## src/rtl/board_input_conditioner_if.sv

```systemverilog
// Board-input conditioner bus: raw switch/key levels in, debounced levels,
// edge pulses and core reset/clock-enable sequencing out.
interface board_input_conditioner_if #(
  parameter int N_CH = 18
);
  logic [N_CH-1:0] raw_in;
  logic            run_mode;
  logic [N_CH-1:0] db_out;
  logic [N_CH-1:0] rise_pulse;
  logic [N_CH-1:0] fall_pulse;
  logic            core_rst;
  logic            core_ready;
  logic            core_clk_en;

  modport master (
    output raw_in, run_mode,
    input  db_out, rise_pulse, fall_pulse, core_rst, core_ready, core_clk_en
  );

  modport slave (
    input  raw_in, run_mode,
    output db_out, rise_pulse, fall_pulse, core_rst, core_ready, core_clk_en
  );
endinterface

```

## src/rtl/board_input_conditioner.sv

```systemverilog
// Synchronise/debounce N_CH board inputs, emit edge pulses, sequence core reset.
// Optional STEP_MODE_EN: single-step gating of core_clk_en via the step key.
module board_input_conditioner #(
  parameter int              N_CH      = 18,
  parameter int              DB_CYCLES = 250000,
  parameter int              RST_CH    = 0,
  parameter int              STEP_CH   = 1,
  parameter int              RST_HOLD  = 16,
  parameter logic [N_CH-1:0] INIT_VAL  = '0
) (
  input logic                   CLOCK_50,
  input logic                   rst_n,
  board_input_conditioner_if.slave bus
);

  localparam int CW = $clog2(DB_CYCLES + 1);
  localparam int HW = $clog2(RST_HOLD + 1);
  localparam logic [CW-1:0] DB_LAST   = CW'(DB_CYCLES - 1);
  localparam logic [HW-1:0] HOLD_LAST = HW'(RST_HOLD - 1);

  typedef enum logic [1:0] {
    ST_ASSERT = 2'd0,
    ST_HOLD   = 2'd1,
    ST_RUN    = 2'd2
  } state_t;

  logic [N_CH-1:0] sync1_q, sync2_q;
  logic [N_CH-1:0] db_q, db_d;
  logic [N_CH-1:0] rise_q, rise_d;
  logic [N_CH-1:0] fall_q, fall_d;
  logic [CW-1:0]   cnt_q [N_CH];
  logic [CW-1:0]   cnt_d [N_CH];

  state_t          state_q;
  logic [HW-1:0]   hcnt_q;
  logic            core_rst_q, core_ready_q, core_clk_en_q;
  logic            req;
  logic            run_en;

  always_comb begin
    for (int i = 0; i < N_CH; i++) begin
      db_d[i]   = db_q[i];
      rise_d[i] = 1'b0;
      fall_d[i] = 1'b0;
      cnt_d[i]  = '0;
      if (sync2_q[i] != db_q[i]) begin
        if (cnt_q[i] == DB_LAST) begin
          db_d[i]   = sync2_q[i];
          rise_d[i] = sync2_q[i];
          fall_d[i] = ~sync2_q[i];
        end else begin
          cnt_d[i] = cnt_q[i] + 1'b1;
        end
      end
    end
  end

  always_ff @(posedge CLOCK_50) begin
    if (!rst_n) begin
      sync1_q <= '0;
      sync2_q <= '0;
      db_q    <= INIT_VAL;
      rise_q  <= '0;
      fall_q  <= '0;
      for (int i = 0; i < N_CH; i++) cnt_q[i] <= '0;
    end else begin
      sync1_q <= bus.raw_in;
      sync2_q <= sync1_q;
      db_q    <= db_d;
      rise_q  <= rise_d;
      fall_q  <= fall_d;
      for (int i = 0; i < N_CH; i++) cnt_q[i] <= cnt_d[i];
    end
  end

  assign req = db_q[RST_CH];

`ifdef STEP_MODE_EN
  // Step mode: one enable cycle per debounced step-key press, one cycle behind the pulse.
  assign run_en = bus.run_mode | rise_q[STEP_CH];
`else
  logic unused_step;
  assign unused_step = bus.run_mode ^ bus.raw_in[STEP_CH];
  assign run_en      = 1'b1;
`endif

  // The cycle in which ASSERT sees the release counts as the first hold cycle,
  // so core_rst falls exactly RST_HOLD cycles after the debounced release.
  always_ff @(posedge CLOCK_50) begin
    if (!rst_n) begin
      state_q       <= ST_ASSERT;
      hcnt_q        <= '0;
      core_rst_q    <= 1'b1;
      core_ready_q  <= 1'b0;
      core_clk_en_q <= 1'b0;
    end else begin
      case (state_q)
        ST_ASSERT: begin
          if (!req) begin
            if (RST_HOLD == 1) begin
              state_q       <= ST_RUN;
              core_rst_q    <= 1'b0;
              core_ready_q  <= 1'b1;
              core_clk_en_q <= run_en;
            end else begin
              state_q <= ST_HOLD;
              hcnt_q  <= HW'(1);
            end
          end
        end
        ST_HOLD: begin
          if (req) begin
            state_q <= ST_ASSERT;
          end else if (hcnt_q == HOLD_LAST) begin
            state_q       <= ST_RUN;
            core_rst_q    <= 1'b0;
            core_ready_q  <= 1'b1;
            core_clk_en_q <= run_en;
          end else begin
            hcnt_q <= hcnt_q + 1'b1;
          end
        end
        ST_RUN: begin
          if (req) begin
            state_q       <= ST_ASSERT;
            core_rst_q    <= 1'b1;
            core_ready_q  <= 1'b0;
            core_clk_en_q <= 1'b0;
          end else begin
            core_clk_en_q <= run_en;
          end
        end
        default: begin
          state_q       <= ST_ASSERT;
          core_rst_q    <= 1'b1;
          core_ready_q  <= 1'b0;
          core_clk_en_q <= 1'b0;
        end
      endcase
    end
  end

  assign bus.db_out      = db_q;
  assign bus.rise_pulse  = rise_q;
  assign bus.fall_pulse  = fall_q;
  assign bus.core_rst    = core_rst_q;
  assign bus.core_ready  = core_ready_q;
  assign bus.core_clk_en = core_clk_en_q;

endmodule

```

## src/flat_wrapper.sv

```systemverilog
// flat-port wrapper written by rule: the top's interface ports become plain ports
module board_input_conditioner_flat 
#(
  parameter int              N_CH      = 18,
  parameter int              DB_CYCLES = 250000,
  parameter int              RST_CH    = 0,
  parameter int              STEP_CH   = 1,
  parameter int              RST_HOLD  = 16,
  parameter logic [N_CH-1:0] INIT_VAL  = '0
)
  (CLOCK_50, rst_n, bus_raw_in, bus_run_mode, bus_db_out, bus_rise_pulse, bus_fall_pulse, bus_core_rst, bus_core_ready, bus_core_clk_en);
  board_input_conditioner_if #(.N_CH(N_CH)) bus_i ();
  input logic CLOCK_50;
  input logic rst_n;
  input wire logic [$bits(bus_i.raw_in)-1:0] bus_raw_in;
  input wire logic [$bits(bus_i.run_mode)-1:0] bus_run_mode;
  output wire logic [$bits(bus_i.db_out)-1:0] bus_db_out;
  output wire logic [$bits(bus_i.rise_pulse)-1:0] bus_rise_pulse;
  output wire logic [$bits(bus_i.fall_pulse)-1:0] bus_fall_pulse;
  output wire logic [$bits(bus_i.core_rst)-1:0] bus_core_rst;
  output wire logic [$bits(bus_i.core_ready)-1:0] bus_core_ready;
  output wire logic [$bits(bus_i.core_clk_en)-1:0] bus_core_clk_en;
  assign bus_i.raw_in = bus_raw_in;
  assign bus_i.run_mode = bus_run_mode;
  assign bus_db_out = bus_i.db_out;
  assign bus_rise_pulse = bus_i.rise_pulse;
  assign bus_fall_pulse = bus_i.fall_pulse;
  assign bus_core_rst = bus_i.core_rst;
  assign bus_core_ready = bus_i.core_ready;
  assign bus_core_clk_en = bus_i.core_clk_en;
  board_input_conditioner #(.N_CH(N_CH), .DB_CYCLES(DB_CYCLES), .RST_CH(RST_CH), .STEP_CH(STEP_CH), .RST_HOLD(RST_HOLD), .INIT_VAL(INIT_VAL)) u_core (.CLOCK_50(CLOCK_50), .rst_n(rst_n), .bus(bus_i));
endmodule
```

## config.mk

```make
export PLATFORM = sky130hd
export DESIGN_NAME = board_input_conditioner_flat
export DESIGN_NICKNAME = d
export VERILOG_FILES = /design/src/rtl/board_input_conditioner_if.sv /design/src/rtl/board_input_conditioner.sv /design/src/flat_wrapper.sv
export SDC_FILE = /design/constraint.sdc
export NUM_CORES = 1
export LEC_CHECK = 0
export CAP_MARGIN = 20
export CORE_ASPECT_RATIO = 1.75
export CORE_UTILIZATION = 61
export DETAILED_ROUTE_END_ITERATION = 16
export PLACE_DENSITY = 0.88
export SYNTH_ARGS = -nofsm -noshare
export SYNTH_HDL_FRONTEND = slang
export SYNTH_SLANG_ARGS = --single-unit
```

## constraint.sdc

```tcl
create_clock -name CLOCK_50 -period 2.1 [get_ports CLOCK_50]
set_input_delay 0.42 -clock CLOCK_50 [delete_from_list [all_inputs] [get_ports CLOCK_50]]
set_output_delay 0.42 -clock CLOCK_50 [all_outputs]
set_load 0.02 [all_outputs]
```

==> flow_summary.ini <==
[outcome]
outcome = finished, final reports clean

[sta]
max_freq_mhz = 485
rsz_0062_raised_after_global_routing = no
timing.clock.skew_ns = 0.00898
timing.final.max_slew_violations = 0
final.period_utilization_pct = 98.2
worst_slack_ns = 0.0368
finalSetupViolCount = 0
worst_slew_pin_slew_ns = 0.613
timing.final.crit_period_ns = 2.06
totalNegativeSetupSlack_ns = 0
relSlewSlack_pct = 58.7
timing.final.hold_violations = 0

[synth]
synth_cells = 2036
post-synth-top-area-cell = sky130_fd_sc_hd__dfxtp_1
synth_top_cells_by_area = sky130_fd_sc_hd__dfxtp_1 47%, sky130_fd_sc_hd__xnor2_1 9.3%, sky130_fd_sc_hd__nor2_1 7.6%
postSynthNetCount = 2080
synth-main-ff-cell = sky130_fd_sc_hd__dfxtp_1
synth-seq-cells = 424
yosysMostFrequentCell = sky130_fd_sc_hd__dfxtp_1
async_flop_share_pct = 0
mappedNetlistArea_sq_um = 18200
synth_largest_type_area_fraction_pct = 46.6
synth_top_cells_by_count = 424 x sky130_fd_sc_hd__dfxtp_1, 368 x sky130_fd_sc_hd__nor2_1, 193 x sky130_fd_sc_hd__xnor2_1, 115 x sky130_fd_sc_hd__nand2_1, 108 x sky130_fd_sc_hd__nand3_1
postSynthAreaPerCell_sq_um = 8.96
synth.lib_cells_used.distinct = 62
synth_edf_count = 0
ys.warnings.count = 0
synth.yosys.seq_area_share_pct = 46.6

[power]
netSwitchingPower_mw = 3.22
power.share.sequential_pct = 51.3
power.share.switching_pct = 20.3
clockPowerShare_pct = 46.6
power.density_nw_per_um2 = 755
power.ir.vdd_worst_uv = 874
intPower_mw = 12.6
power.static_leakage_nw = 6.43
p_total_mw = 15.9
combinational_power_share_pct = 2.1

[placed_design]
post-place-ws_ns = 0.171
placed_cells = 2493
post-dp-hpwl_microns = 26900
gp_congestion = 0.857
numPortBuffers = 76

[finish]
final_nets = 2195
post_route_cells_drive_above_1_share_pct = 7.43
area_delta_synth_final_pct = 15.2
layout.cells.non_filler = 2562
post_route_core_utilization_pct = 71.5
fillers = 2081

[setup_path]
crit_path_end_kind = primary output
crit_path_start = u_core.bus.db_out[6]
worst_ep_arrival_time_ns = 1.64
setup.worst_path.start_class = flip-flop
setup.worst_path.class = flip-flop to primary output
critical_path_required_ns = 1.68
crit_family = buffers and inverters
cp_cell_sequence = clkdlybuf4s50_1
cpPeakStageDelay_ns = 0.71
rr_startpoint = u_core.cnt_q[0][222]
crit_path_max_fanout = 4
critical_path.slowest_cell = sky130_fd_sc_hd__clkdlybuf4s50_1
critical_path_buf_inv_count = 1

[global_route]
grt_antenna_before_repair = 1
wire_length_of_the_first_global_routing_pass_microns = 65200
grt_start_max_net_pins = 53
gr-usage-all-layers_pct = 25.2
globalRoute.totalOverflow = 0
grt_pass1_vias = 14803

[routing]
wire_per_inst_microns = 14.9
detailed_route_drc_error_count = 0
via_total_after_detailed_routing = 14943
number_of_drc_markers_after_the_initial_detailed_route_iteration = 674
via_per_inst = 5.83
ant_nets = 0
routed_wirelength_microns = 38100
firstDrtPassIters = 7

[min_path]
min-delay-path-class = primary input to flip-flop
hold_path_startpoint = rst_n

[clock_network]
clkLatencyLatePin_ns = 0.54
cts.htree.levels = 2
clock_tree_from_tritoncts = done
cts_setup_buffers = 0
cts.sinks = 424
cts_root_buffer = sky130_fd_sc_hd__clkbuf_16
tritoncts.num_buffers = 38
cts_buffer_depth = 3
clkSlewWorstSetupHoldPaths_ns = 0.06

[die]
fp.dieW_microns = 133
design.die.area_sq_um = 30600
floorplan.initialDensity_pct = 62.0
die_height_microns = 231
fp.coreArea_sq_um = 29400
ioPinCount = 78
placement_rows = 83

[run]
max-cap-violations = 0
==> metrics by stage <==
step | instance area (sq um) | hold WS [ns]
2_1_floorplan | 18200 | 0.412
3_3_place_gp | 19600 | 0.415
3_5_place_dp | 19600 | 0.419
4_1_cts | 21000 | 0.169
5_1_grt | 21000 | 0.183
6_report | 21000 | 0.189
==> what timing repair did <==
| action | 4_1_cts | 5_1_grt |
|---|---|---|
| hold buffers | 0 | 0 |
| resized for setup | 0 | 1 |
| setup endpoints to repair | 0 | 1 |
==> final timing paths <==
kind / endpoint / slack, ns / cells after the start
setup / recovery: bus_db_out[6] / 0.04 / 1
hold / removal: u_core.sync2_q[1] / 0.19 / 2
setup reg to reg: u_core.cnt_q[0][233] / 0.19 / 4
hold reg to reg: u_core.sync2_q[12] / 0.43 / 1
==> cell families after synthesis <==
kind of cell | share of synthesized area, %
xor+xnor | 12.5
simple gates | 30.2
flops | 46.6
compound gates | 5.46
buf+inv | 2.73
mux | 0.995
fa+ha+maj | 1.58
==> power groups by stage <==
stage	registers, mW	logic [mW]	clock network [mW]
2_1_floorplan	8.31	0.202	0
3_3_place_gp	8.32	0.321	0
3_5_place_dp	8.32	0.333	0
4_1_cts	8.14	0.336	7.53
5_1_grt	8.14	0.367	7.84
6_report	8.14	0.334	7.38
==> per-layer routing <==
| metal | GRT usage [%] | vias to the layer above | part of all wire (%) |
|---|---|---|---|
| met5 | 0 | - | 0 |
| met4 | 11.0 | 0 | 3.2 |
| met3 | 3.89 | 107 | 4.3 |
| met2 | 49.8 | 404 | 54 |
| met1 | 25.6 | 7100 | 38 |
| li1 | - | 7332 | - |
==> state kept, by name (all words and copies together) (netlist names) <==
register / flops
u_core.sync2_q: 18
u_core.cnt_q: 324
u_core.bus.core_ready: 1
u_core.bus.core_clk_en: 1
u_core.sync1_q: 18
u_core.bus.fall_pulse: 18
u_core.hcnt_q: 5
u_core.state_q: 2
u_core.bus.db_out: 18
u_core.bus.rise_pulse: 18
u_core.bus.core_rst: 1
==> cells in the final DEF, fill, tap and decap left out, types with 15 or more instances in the layout <==
cell,synthesis,layout
sky130_fd_sc_hd__dfxtp_1,424,424
sky130_fd_sc_hd__nor2_1,368,368
sky130_fd_sc_hd__xnor2_1,193,193
sky130_fd_sc_hd__nand2_1,115,115
sky130_fd_sc_hd__nand3_1,108,108
sky130_fd_sc_hd__nor4_1,97,96
sky130_fd_sc_hd__nand4_1,95,95
sky130_fd_sc_hd__clkdlybuf4s50_1,0,75
sky130_fd_sc_hd__xor2_1,67,67
sky130_fd_sc_hd__inv_1,64,64
sky130_fd_sc_hd__buf_4,3,56
sky130_fd_sc_hd__nor3_1,55,55
sky130_fd_sc_hd__a21oi_1,44,44
sky130_fd_sc_hd__and2_1,44,44
sky130_fd_sc_hd__clkbuf_16,0,41
sky130_fd_sc_hd__and3_1,35,35
sky130_fd_sc_hd__nor2b_1,26,26
sky130_fd_sc_hd__ha_1,23,23
sky130_fd_sc_hd__o21ai_0,20,20
sky130_fd_sc_hd__nor4b_1,20,20
sky130_fd_sc_hd__or3_1,18,18
sky130_fd_sc_hd__mux2i_1,17,17
sky130_fd_sc_hd__or4_1,17,17
sky130_fd_sc_hd__and4b_1,16,16
sky130_fd_sc_hd__o31ai_1,15,15
==> cell type report <==
type	count	area (sq um)	area share, %
inverters	64	240	1.14
multi-input cells	1491	9250	44.1
clock inverters	14	173	0.822
diodes	1	2.50	0.0119
clock buffers	54	1170	5.59
well taps	382	478	2.28
repair buffers	132	1190	5.67
flip-flops and latches	424	8490	40.4
Note: power is estimated with default switching activity, not from simulation.
